[src/rtl/mem_access_pkg.sv]
// Shared op encodings, FSM state type and store-lane helpers for the pipeline MEM stage.
package mem_access_pkg;

    localparam int unsigned ALU_OP_BUS = 8;
    typedef logic [ALU_OP_BUS-1:0] alu_op_t;

    localparam alu_op_t EXE_NOP_OP = 8'h00;
    localparam alu_op_t EXE_ADD_OP = 8'h01;
    localparam alu_op_t EXE_LB_OP  = 8'h20;
    localparam alu_op_t EXE_LH_OP  = 8'h21;
    localparam alu_op_t EXE_LW_OP  = 8'h23;
    localparam alu_op_t EXE_LBU_OP = 8'h24;
    localparam alu_op_t EXE_LHU_OP = 8'h25;
    localparam alu_op_t EXE_SB_OP  = 8'h28;
    localparam alu_op_t EXE_SH_OP  = 8'h29;
    localparam alu_op_t EXE_SW_OP  = 8'h2b;

    typedef enum logic [1:0] {StIdle, StBusy, StDone} mem_state_e;

    function automatic logic is_load_op(input alu_op_t op);
        return (op == EXE_LB_OP) || (op == EXE_LBU_OP) || (op == EXE_LH_OP) ||
               (op == EXE_LHU_OP) || (op == EXE_LW_OP);
    endfunction

    function automatic logic is_store_op(input alu_op_t op);
        return (op == EXE_SB_OP) || (op == EXE_SH_OP) || (op == EXE_SW_OP);
    endfunction

    function automatic logic [3:0] store_be(input alu_op_t op, input logic [1:0] lane);
        logic [3:0] be;
        case (op)
            EXE_SB_OP: be = 4'b0001 << lane;
            EXE_SH_OP: be = lane[1] ? 4'b1100 : 4'b0011;
            EXE_SW_OP: be = 4'b1111;
            default:   be = 4'b0000;
        endcase
        return be;
    endfunction

    function automatic logic [31:0] store_wdata(input alu_op_t op, input logic [31:0] sdata);
        logic [31:0] wd;
        case (op)
            EXE_SB_OP: wd = {4{sdata[7:0]}};
            EXE_SH_OP: wd = {2{sdata[15:0]}};
            default:   wd = sdata;
        endcase
        return wd;
    endfunction

endpackage

[src/rtl/mem_access_load_align.sv]
// Combinational load-result extraction: picks the byte/half lane and sign- or zero-extends it.
module load_align
    import mem_access_pkg::*;
(
    input  alu_op_t     op,
    input  logic [1:0]  addr,
    input  logic [31:0] word,
    output logic [31:0] data
);

    logic [7:0]  byte_sel;
    logic [15:0] half_sel;

    always_comb begin
        byte_sel = word[8*addr +: 8];
        half_sel = addr[1] ? word[31:16] : word[15:0];
        case (op)
            EXE_LB_OP:  data = {{24{byte_sel[7]}}, byte_sel};
            EXE_LBU_OP: data = {24'h0, byte_sel};
            EXE_LH_OP:  data = {{16{half_sel[15]}}, half_sel};
            EXE_LHU_OP: data = {16'h0, half_sel};
            default:    data = word;
        endcase
    end

endmodule

[src/rtl/mem_access.sv]
// MEM stage: req/ack data-memory transaction with stall and write-back muxing.
// Optional MEM_ALIGN_CHECK_EN adds misaligned-access detection and the addr_err port.
module mem_access
    import mem_access_pkg::*;
#(
    parameter int unsigned ACK_TIMEOUT = 255
) (
    input  logic        clk,
    input  logic        rst,
    input  alu_op_t     mem_alu_op,
    input  logic [31:0] mem_sdata,
    input  logic [31:0] mem_lsaddr,
    input  logic [31:0] mem_wdata,
    input  logic [4:0]  mem_waddr,
    input  logic        mem_wen,
    input  logic [31:0] mem_hi,
    input  logic [31:0] mem_lo,
    input  logic        mem_wen_hilo,
    output logic        dm_req,
    output logic        dm_we,
    output logic [31:0] dm_addr,
    output logic [3:0]  dm_be,
    output logic [31:0] dm_wdata,
    input  logic        dm_ack,
    input  logic [31:0] dm_rdata,
    output logic        stall_req,
    output logic [31:0] wb_wdata,
    output logic [4:0]  wb_waddr,
    output logic        wb_wen,
    output logic [31:0] wb_hi,
    output logic [31:0] wb_lo,
    output logic        wb_wen_hilo,
    output logic        bus_err
`ifdef MEM_ALIGN_CHECK_EN
    ,
    output logic        addr_err
`endif
);

    localparam int unsigned CntW = $clog2(ACK_TIMEOUT + 1);

    mem_state_e  state_q, state_d;
    logic        dm_req_q, dm_req_d;
    logic        dm_we_q, dm_we_d;
    logic [31:0] dm_addr_q, dm_addr_d;
    logic [3:0]  dm_be_q, dm_be_d;
    logic [31:0] dm_wdata_q, dm_wdata_d;
    logic [31:0] rdata_q, rdata_d;
    logic [CntW-1:0] cnt_q, cnt_d;
    logic        bus_err_q, bus_err_d;
    logic        addr_err_q, addr_err_d;

    logic        is_load, is_store, is_mem, misaligned;
    logic [31:0] load_data;

    assign is_load  = is_load_op(mem_alu_op);
    assign is_store = is_store_op(mem_alu_op);
    assign is_mem   = is_load | is_store;

`ifdef MEM_ALIGN_CHECK_EN
    always_comb begin
        case (mem_alu_op)
            EXE_LH_OP, EXE_LHU_OP, EXE_SH_OP: misaligned = mem_lsaddr[0];
            EXE_LW_OP, EXE_SW_OP:             misaligned = |mem_lsaddr[1:0];
            default:                          misaligned = 1'b0;
        endcase
    end
    assign addr_err = addr_err_q;
`else
    assign misaligned = 1'b0;
`endif

    load_align u_load_align (
        .op   (mem_alu_op),
        .addr (mem_lsaddr[1:0]),
        .word (rdata_q),
        .data (load_data)
    );

    always_ff @(posedge clk or posedge rst) begin
        if (rst) begin
            state_q    <= StIdle;
            dm_req_q   <= 1'b0;
            dm_we_q    <= 1'b0;
            dm_addr_q  <= '0;
            dm_be_q    <= '0;
            dm_wdata_q <= '0;
            rdata_q    <= '0;
            cnt_q      <= '0;
            bus_err_q  <= 1'b0;
            addr_err_q <= 1'b0;
        end else begin
            state_q    <= state_d;
            dm_req_q   <= dm_req_d;
            dm_we_q    <= dm_we_d;
            dm_addr_q  <= dm_addr_d;
            dm_be_q    <= dm_be_d;
            dm_wdata_q <= dm_wdata_d;
            rdata_q    <= rdata_d;
            cnt_q      <= cnt_d;
            bus_err_q  <= bus_err_d;
            addr_err_q <= addr_err_d;
        end
    end

    always_comb begin
        state_d    = state_q;
        dm_req_d   = dm_req_q;
        dm_we_d    = dm_we_q;
        dm_addr_d  = dm_addr_q;
        dm_be_d    = dm_be_q;
        dm_wdata_d = dm_wdata_q;
        rdata_d    = rdata_q;
        cnt_d      = cnt_q;
        bus_err_d  = 1'b0;
        addr_err_d = 1'b0;
        case (state_q)
            StIdle: begin
                if (is_mem) begin
                    if (misaligned) begin
                        addr_err_d = 1'b1;
                        state_d    = StDone;
                    end else begin
                        dm_req_d   = 1'b1;
                        dm_we_d    = is_store;
                        dm_addr_d  = {mem_lsaddr[31:2], 2'b00};
                        dm_be_d    = is_store ? store_be(mem_alu_op, mem_lsaddr[1:0]) : 4'b1111;
                        dm_wdata_d = store_wdata(mem_alu_op, mem_sdata);
                        cnt_d      = '0;
                        state_d    = StBusy;
                    end
                end
            end
            StBusy: begin
                cnt_d = cnt_q + CntW'(1);
                // ACK takes priority over a coincident timeout.
                if (dm_ack) begin
                    dm_req_d = 1'b0;
                    if (is_load) rdata_d = dm_rdata;
                    state_d  = StDone;
                end else if (cnt_q == CntW'(ACK_TIMEOUT - 1)) begin
                    dm_req_d  = 1'b0;
                    rdata_d   = '0;
                    bus_err_d = 1'b1;
                    state_d   = StDone;
                end
            end
            StDone:  state_d = StIdle;
            default: state_d = StIdle;
        endcase
    end

    assign stall_req = ((state_q == StIdle) && is_mem) || (state_q == StBusy);

    always_comb begin
        wb_wdata    = mem_wdata;
        wb_waddr    = mem_waddr;
        wb_wen      = mem_wen;
        wb_hi       = mem_hi;
        wb_lo       = mem_lo;
        wb_wen_hilo = mem_wen_hilo;
        if (state_q == StDone) begin
            if (is_load) wb_wdata = load_data;
            if (is_store || bus_err_q || addr_err_q) wb_wen = 1'b0;
            if (bus_err_q) wb_wen_hilo = 1'b0;
        end
        if (stall_req) begin
            wb_wen      = 1'b0;
            wb_wen_hilo = 1'b0;
        end
    end

    assign dm_req   = dm_req_q;
    assign dm_we    = dm_we_q;
    assign dm_addr  = dm_addr_q;
    assign dm_be    = dm_be_q;
    assign dm_wdata = dm_wdata_q;
    assign bus_err  = bus_err_q;

endmodule
[config.mk]
export PLATFORM = sky130hd
export DESIGN_NAME = mem_access
export DESIGN_NICKNAME = d
export VERILOG_FILES = /design/src/rtl/mem_access_pkg.sv /design/src/rtl/mem_access_load_align.sv /design/src/rtl/mem_access.sv
export SDC_FILE = /design/constraint.sdc
export NUM_CORES = 1
export LEC_CHECK = 0
export ABC_CLOCK_PERIOD_IN_PS = 7300
export CAP_MARGIN = 20
export CORE_AREA = 4 4 147 149
export CTS_CLUSTER_SIZE = 8
export DETAILED_ROUTE_END_ITERATION = 12
export DIE_AREA = 0 0 151 153
export GPL_TIMING_DRIVEN = 1
export PLACE_DENSITY = 0.79
export SYNTH_ARGS = -nofsm -noshare
export SYNTH_HDL_FRONTEND = slang
export SYNTH_SLANG_ARGS = --single-unit
[constraint.sdc]
create_clock -name clk -period 7.3 [get_ports clk]
set_clock_uncertainty 0.1 [all_clocks]
set_input_delay 1.46 -clock clk [delete_from_list [all_inputs] [get_ports clk]]
set_output_delay 1.46 -clock clk [all_outputs]
set_load 0.1 [all_outputs]
==> impl_metrics.json <==
{
  "status": "completed",
  "drt_iter0_markers": 309,
  "synth_top_cell_area_share_pct": 44.22,
  "rsz0062_at_grt": "false",
  "synth_xor_area_share_pct": 0.2789,
  "sw_frac_of_total_pct": 50.30,
  "synth.distinct_cells": 48,
  "io_pins": 385,
  "p_leak_nw": 3.942,
  "dieArea_sq_um": 23100,
  "rr_worst_depth": 5,
  "synth_fa_ha_area_share_pct": 0.3984,
  "drc_errors": 0,
  "post_cts.repair.setup_buffers": 0,
  "ys_warn_count": 0,
  "setup_tns_ns": 0,
  "placed_cells": 1124,
  "wl_mm": 21.31,
  "yosys.area.top_type": "dfrtp_1",
  "arrival_ns": 4.39,
  "internal_power_mw": 1.309,
  "area_growth_syn_to_layout_pct": 42.59,
  "slew_headroom_pct": 28.00,
  "grt_max_degree": 80,
  "clkPwrFrac_pct": 19.6,
  "synth_seq_cells": 111,
  "power_switching_mw": 1.325,
  "synth_mux_area_share_pct": 4.263,
  "dpl-instance-area_sq_um": 8637,
  "synth_commonest_cells": "nand2_1, dfrtp_1, buf_4, a21oi_1, nor2_1",
  "hp-class": "flip-flop to flip-flop",
  "hold_viol_final": 0,
  "tightest_slew_ns": 1.077,
  "layout-drive-gt1-share_pct": 9.425,
  "ant_nets": 0,
  "fillers": 1913,
  "finalCritPeriodShare_pct": 81.52,
  "synth-seq-area-share_pct": 44.22,
  "finish.instance_area_sq_um": 8956,
  "netlist_area_sq_um": 6281,
  "cts_root_buf": "clkbuf_16",
  "p_seq_share_pct": 30.6,
  "required_ns": 5.74,
  "synthArstFlopShare_pct": 100.0,
  "dr.pass1.iters": 4,
  "core-area_sq_um": 20170,
  "p_total_mw": 2.634,
  "clk_pin_slew_worst_paths_ns": 0.08,
  "cts_hold_buffers": 0,
  "wire_per_inst_um": 18.68,
  "portBuffers": 244,
  "synth_top_family_by_area": "compound AO/OA/AOI/OAI gates",
  "seq_area_sq_um": 2778,
  "pwr-share-comb_pct": 49.8,
  "critPathKind": "primary input to primary output",
  "crit_chain": "clkdlybuf4s50_1 > or4b_1 > a2111o_1 > a21oi_1 > a21oi_1 > buf_4",
  "grt_pass1_wl_mm": 32.45,
  "hpwl_mm": 16.08,
  "fp.dieH_um": 153,
  "numCtsBuffers": 9,
  "grt_pass1_vias": 5781,
  "worstHoldPathCells": 2,
  "clk_latency_ns": 0.36,
  "grt_usage_pct": 17.98,
  "cts_resized": 0,
  "synth_compound_area_share_pct": 19.66,
  "clk_path_buf_depth": 2,
  "critPathMaxFanout": 30,
  "yosys.area_share.simple_pct": 18.51,
  "vdd_ir_drop_max_v": 0.0001046,
  "htreeDepth": 3,
  "synth_most_common_cell": "nand2_1",
  "cts_tree": "built",
  "die_w_um": 151,
  "synth_flop_cell": "dfrtp_1",
  "finalSetupViolCount": 0,
  "vias": 5703,
  "timing.hold.ws_ns": 0.3784,
  "cap_violations": 0,
  "final_util_pct": 44.40,
  "pre_cts_slack_ns": 1.260,
  "synth_area_leaders": "dfrtp_1, nand2_1, buf_4",
  "cts_sinks": 111,
  "rows": 52,
  "initial_utilization_pct": 31.14,
  "end_kind": "primary output",
  "cp_slowest_stage_delay_ns": 0.97,
  "gp_congestion": 0.8217,
  "multi_input_area_sq_um": 2735,
  "fin_nets": 1077,
  "cpMaxStageDelayCell": "or4b_1",
  "antenna_found_initial": 1,
  "final_max_slew_viol_count": 0,
  "worst_path_most_repeated_cell": "a21oi_1",
  "max_freq_mhz": 168.0,
  "worstSetupStartpointType": "primary input",
  "syn-mean-instance-area_sq_um": 8.712,
  "layout.cells.non_filler": 1141,
  "grt_overflow": 0,
  "synth_cells": 721,
  "min_period_ns": 5.951,
  "p_per_area_nw_per_um2": 294.1,
  "setup_slack_ns": 1.349,
  "synth_edf_count": 0,
  "detail_route.vias_per_cell": 4.998
}
==> power groups by stage <==
stage	sequential, mW	combinational [mW]	clock, mW
2_1_floorplan	1.51	0.420	0
3_3_place_gp	0.812	1.31	0
3_5_place_dp	0.817	1.32	0
4_1_cts	0.805	1.32	0.538
5_1_grt	0.821	1.36	0.560
6_report	0.805	1.31	0.517
==> cells in the final DEF (no fill, tap or decap), drive strengths merged, types with 9 or more instances in the layout <==
master | netlist | layout
nor2b | 17 | 17
a31oi | 11 | 11
o211ai | 9 | 9
o21ai | 19 | 19
nand3 | 14 | 14
mux2i | 20 | 20
dfrtp | 111 | 111
clkdlybuf4s50 | 0 | 209
nand2 | 160 | 160
a21oi | 58 | 58
clkbuf | 33 | 9
buf | 91 | 47
nor2 | 56 | 56
o31ai | 11 | 11
inv | 7 | 10
a22o | 34 | 34
a211oi | 9 | 9
==> kinds of logic after synthesis <==
family	after synthesis
compound gates	176
xor+xnor	2
fa+ha+maj	2
buf+inv	131
flops	111
mux	26
other cells	1
simple gates	272
==> metal layers <==
layer	part of all wire, %	track usage (%)	up-vias
li1	-	-	2676
met1	38	20.54	2676
met2	49	30.69	288
met3	8.8	4.797	63
met4	4.0	9.067	0
met5	0	0	-
==> layout make-up <==
class | count | share of cell area [%]
Timing Repair Buffer | 256 | 30.79
Clock inverter | 7 | 1.020
Inverter | 7 | 0.3213
Multi-Input combinational cell | 480 | 30.54
Sequential cell | 111 | 31.01
Tap cell | 270 | 3.772
Antenna cell | 1 | 0.02794
Clock buffer | 9 | 2.515
==> sequential cells by signal (all words and copies together), names as in the netlist <==
register,flops
bus_err,1
cnt_q,8
dm_addr,30
dm_be,4
dm_req,1
dm_wdata,32
dm_we,1
rdata_q,32
state_q,2
==> worst max-delay path: cells and delay by family <==
family / cells / cell delay, ns
and+or+nand+nor: 1 / 0.97
buffers and inverters: 2 / 0.65
AOI/OAI and AO/OA: 3 / 1.28
==> final timing paths <==
check	from	end	slack [ns]
worst min-delay path	dm_wdata[3]	dm_wdata[3]	0.38
worst min register to register	dm_wdata[3]	dm_wdata[3]	0.38
min in group asynchronous	rst	dm_addr[30]	1.44
worst max register to register	state_q[1]	dm_be[0]	5.14
max in group asynchronous	rst	dm_wdata[29]	4.37
worst max-delay path	mem_alu_op[7]	wb_wdata[6]	1.35
No activity file was read; power rests on OpenSTA's default activity.
==> variant, RTL diff (same flow settings) <==
Change the package constant `ALU_OP_BUS` from 8 to 12.
--- a/src/rtl/mem_access_pkg.sv
+++ b/src/rtl/mem_access_pkg.sv
@@ -1,7 +1,7 @@
 // Shared op encodings, FSM state type and store-lane helpers for the pipeline MEM stage.
 package mem_access_pkg;
 
-    localparam int unsigned ALU_OP_BUS = 8;
+    localparam int unsigned ALU_OP_BUS = 12;
     typedef logic [ALU_OP_BUS-1:0] alu_op_t;
 
     localparam alu_op_t EXE_NOP_OP = 8'h00;
Interface: changed (resized mem_alu_op); port bits go from 385 to 389. No check against the original RTL was run, so the function may have changed too.
==> variant against the unedited design <==
Wire length rose by 6.2%; setup slack lost 0.083 ns; sequential cell count did not move; synthesized area is 0.18% lower; final area fell by 0.66%; critical path type unchanged; critical endpoint is now wb_wdata[25]; highest routed layer unchanged.
Power is not compared: it rests on default switching activity, and its combinational part moved more than twofold at a synthesized area within 25%.
==> variant: results (changes against the unedited design) <==
* Status: finished clean
* Hold path cells at 1 (-1)
* Worst min-delay path startpoint: cnt_q[7]$_DFFE_PP0P_
* Compound-Gate Fraction of Synth Area at 0.1594 (-0.03716)
* DP HPWL at 17060 microns (+6.1%)
* Top cells by area, synth: dfrtp_1 44%, buf_4 9.1%, mux2_2 6.8%
* Worst-Margin Slew at 1.059 ns (-0.01734 ns)
* Max stage delay on crit path at 0.77 ns (-0.20 ns)
* Vias in the first global route at 5733 (-0.83%)
* Hold path endpoint: cnt_q[7]$_DFFE_PP0P_
* Global-route wire length before repair at 34170 microns (+5.3%)
* Met1 Track Usage GR at 0.2241 (+0.01870)
* Met2 usage at 0.3156 (+0.008720)
* Layout cells sized above 1 at 0.1439 (+0.04969)
* Drt via density at 5.170 (+3.4%)
* Sequential area share after synthesis at 0.4430 (+0.0007943)
* GP Congestion at 0.8890 (+8.2%)
* Largest net degree at the start of global routing at 62 (-23%)
* Final worst setup slack at 1.267 ns (-0.08276 ns)
* Commonest cells post-synth: 111 x dfrtp_1, 76 x buf_4, 74 x nor2_1
* Worst setup path endpoint: wb_wdata[25]
* Post-synthesis xor/xnor area fraction at 0.004191 (+0.001402)
* CP Launch Point: mem_alu_op[4]
* Adder-cell share of the synthesized area at 0.003991 (+0.000007156)
* IO buf count at 248 (+1.6%)
* All-Layer GR Usage at 0.1930 (+0.01314)
* Worst R2R End: dm_wdata[4]$_DFFE_PP0P_
* Critical Path AT at 4.47 ns (+0.08 ns)
* Mux cell area share after synthesis at 0.1229 (+0.08030)
* Met2 routed WL at 10880 microns (+3.4%)
-- variant: per-stage QoR --
| step | area, sq um | total power [mW] |
|---|---|---|
| 2_1_floorplan | 6274 | 1.180 |
| 3_3_place_gp | 8574 | 1.192 |
| 3_5_place_dp | 8574 | 1.196 |
| 4_1_cts | 8867 | 1.706 |
| 5_1_grt | 8897 | 1.758 |
| 6_report | 8897 | 1.676 |
-- variant: critical path, delay by kind of cell --
kind | cells | cell delay, ns
buffers and inverters | 2 | 0.67
and+or+nand+nor | 2 | 1.45
AOI/OAI and AO/OA | 2 | 0.87
-- variant: cell type report --
class                           instances  area [sq um]
Antenna cell                            1         2.502
Clock buffer                            9         225.2
Clock inverter                          6         67.56
Fill cell                            1924         11270
Inverter                                7         28.78
Multi-Input combinational cell        396          2730
Sequential cell                       111          2778
Tap cell                              270         337.8
Timing Repair Buffer                  263          2728
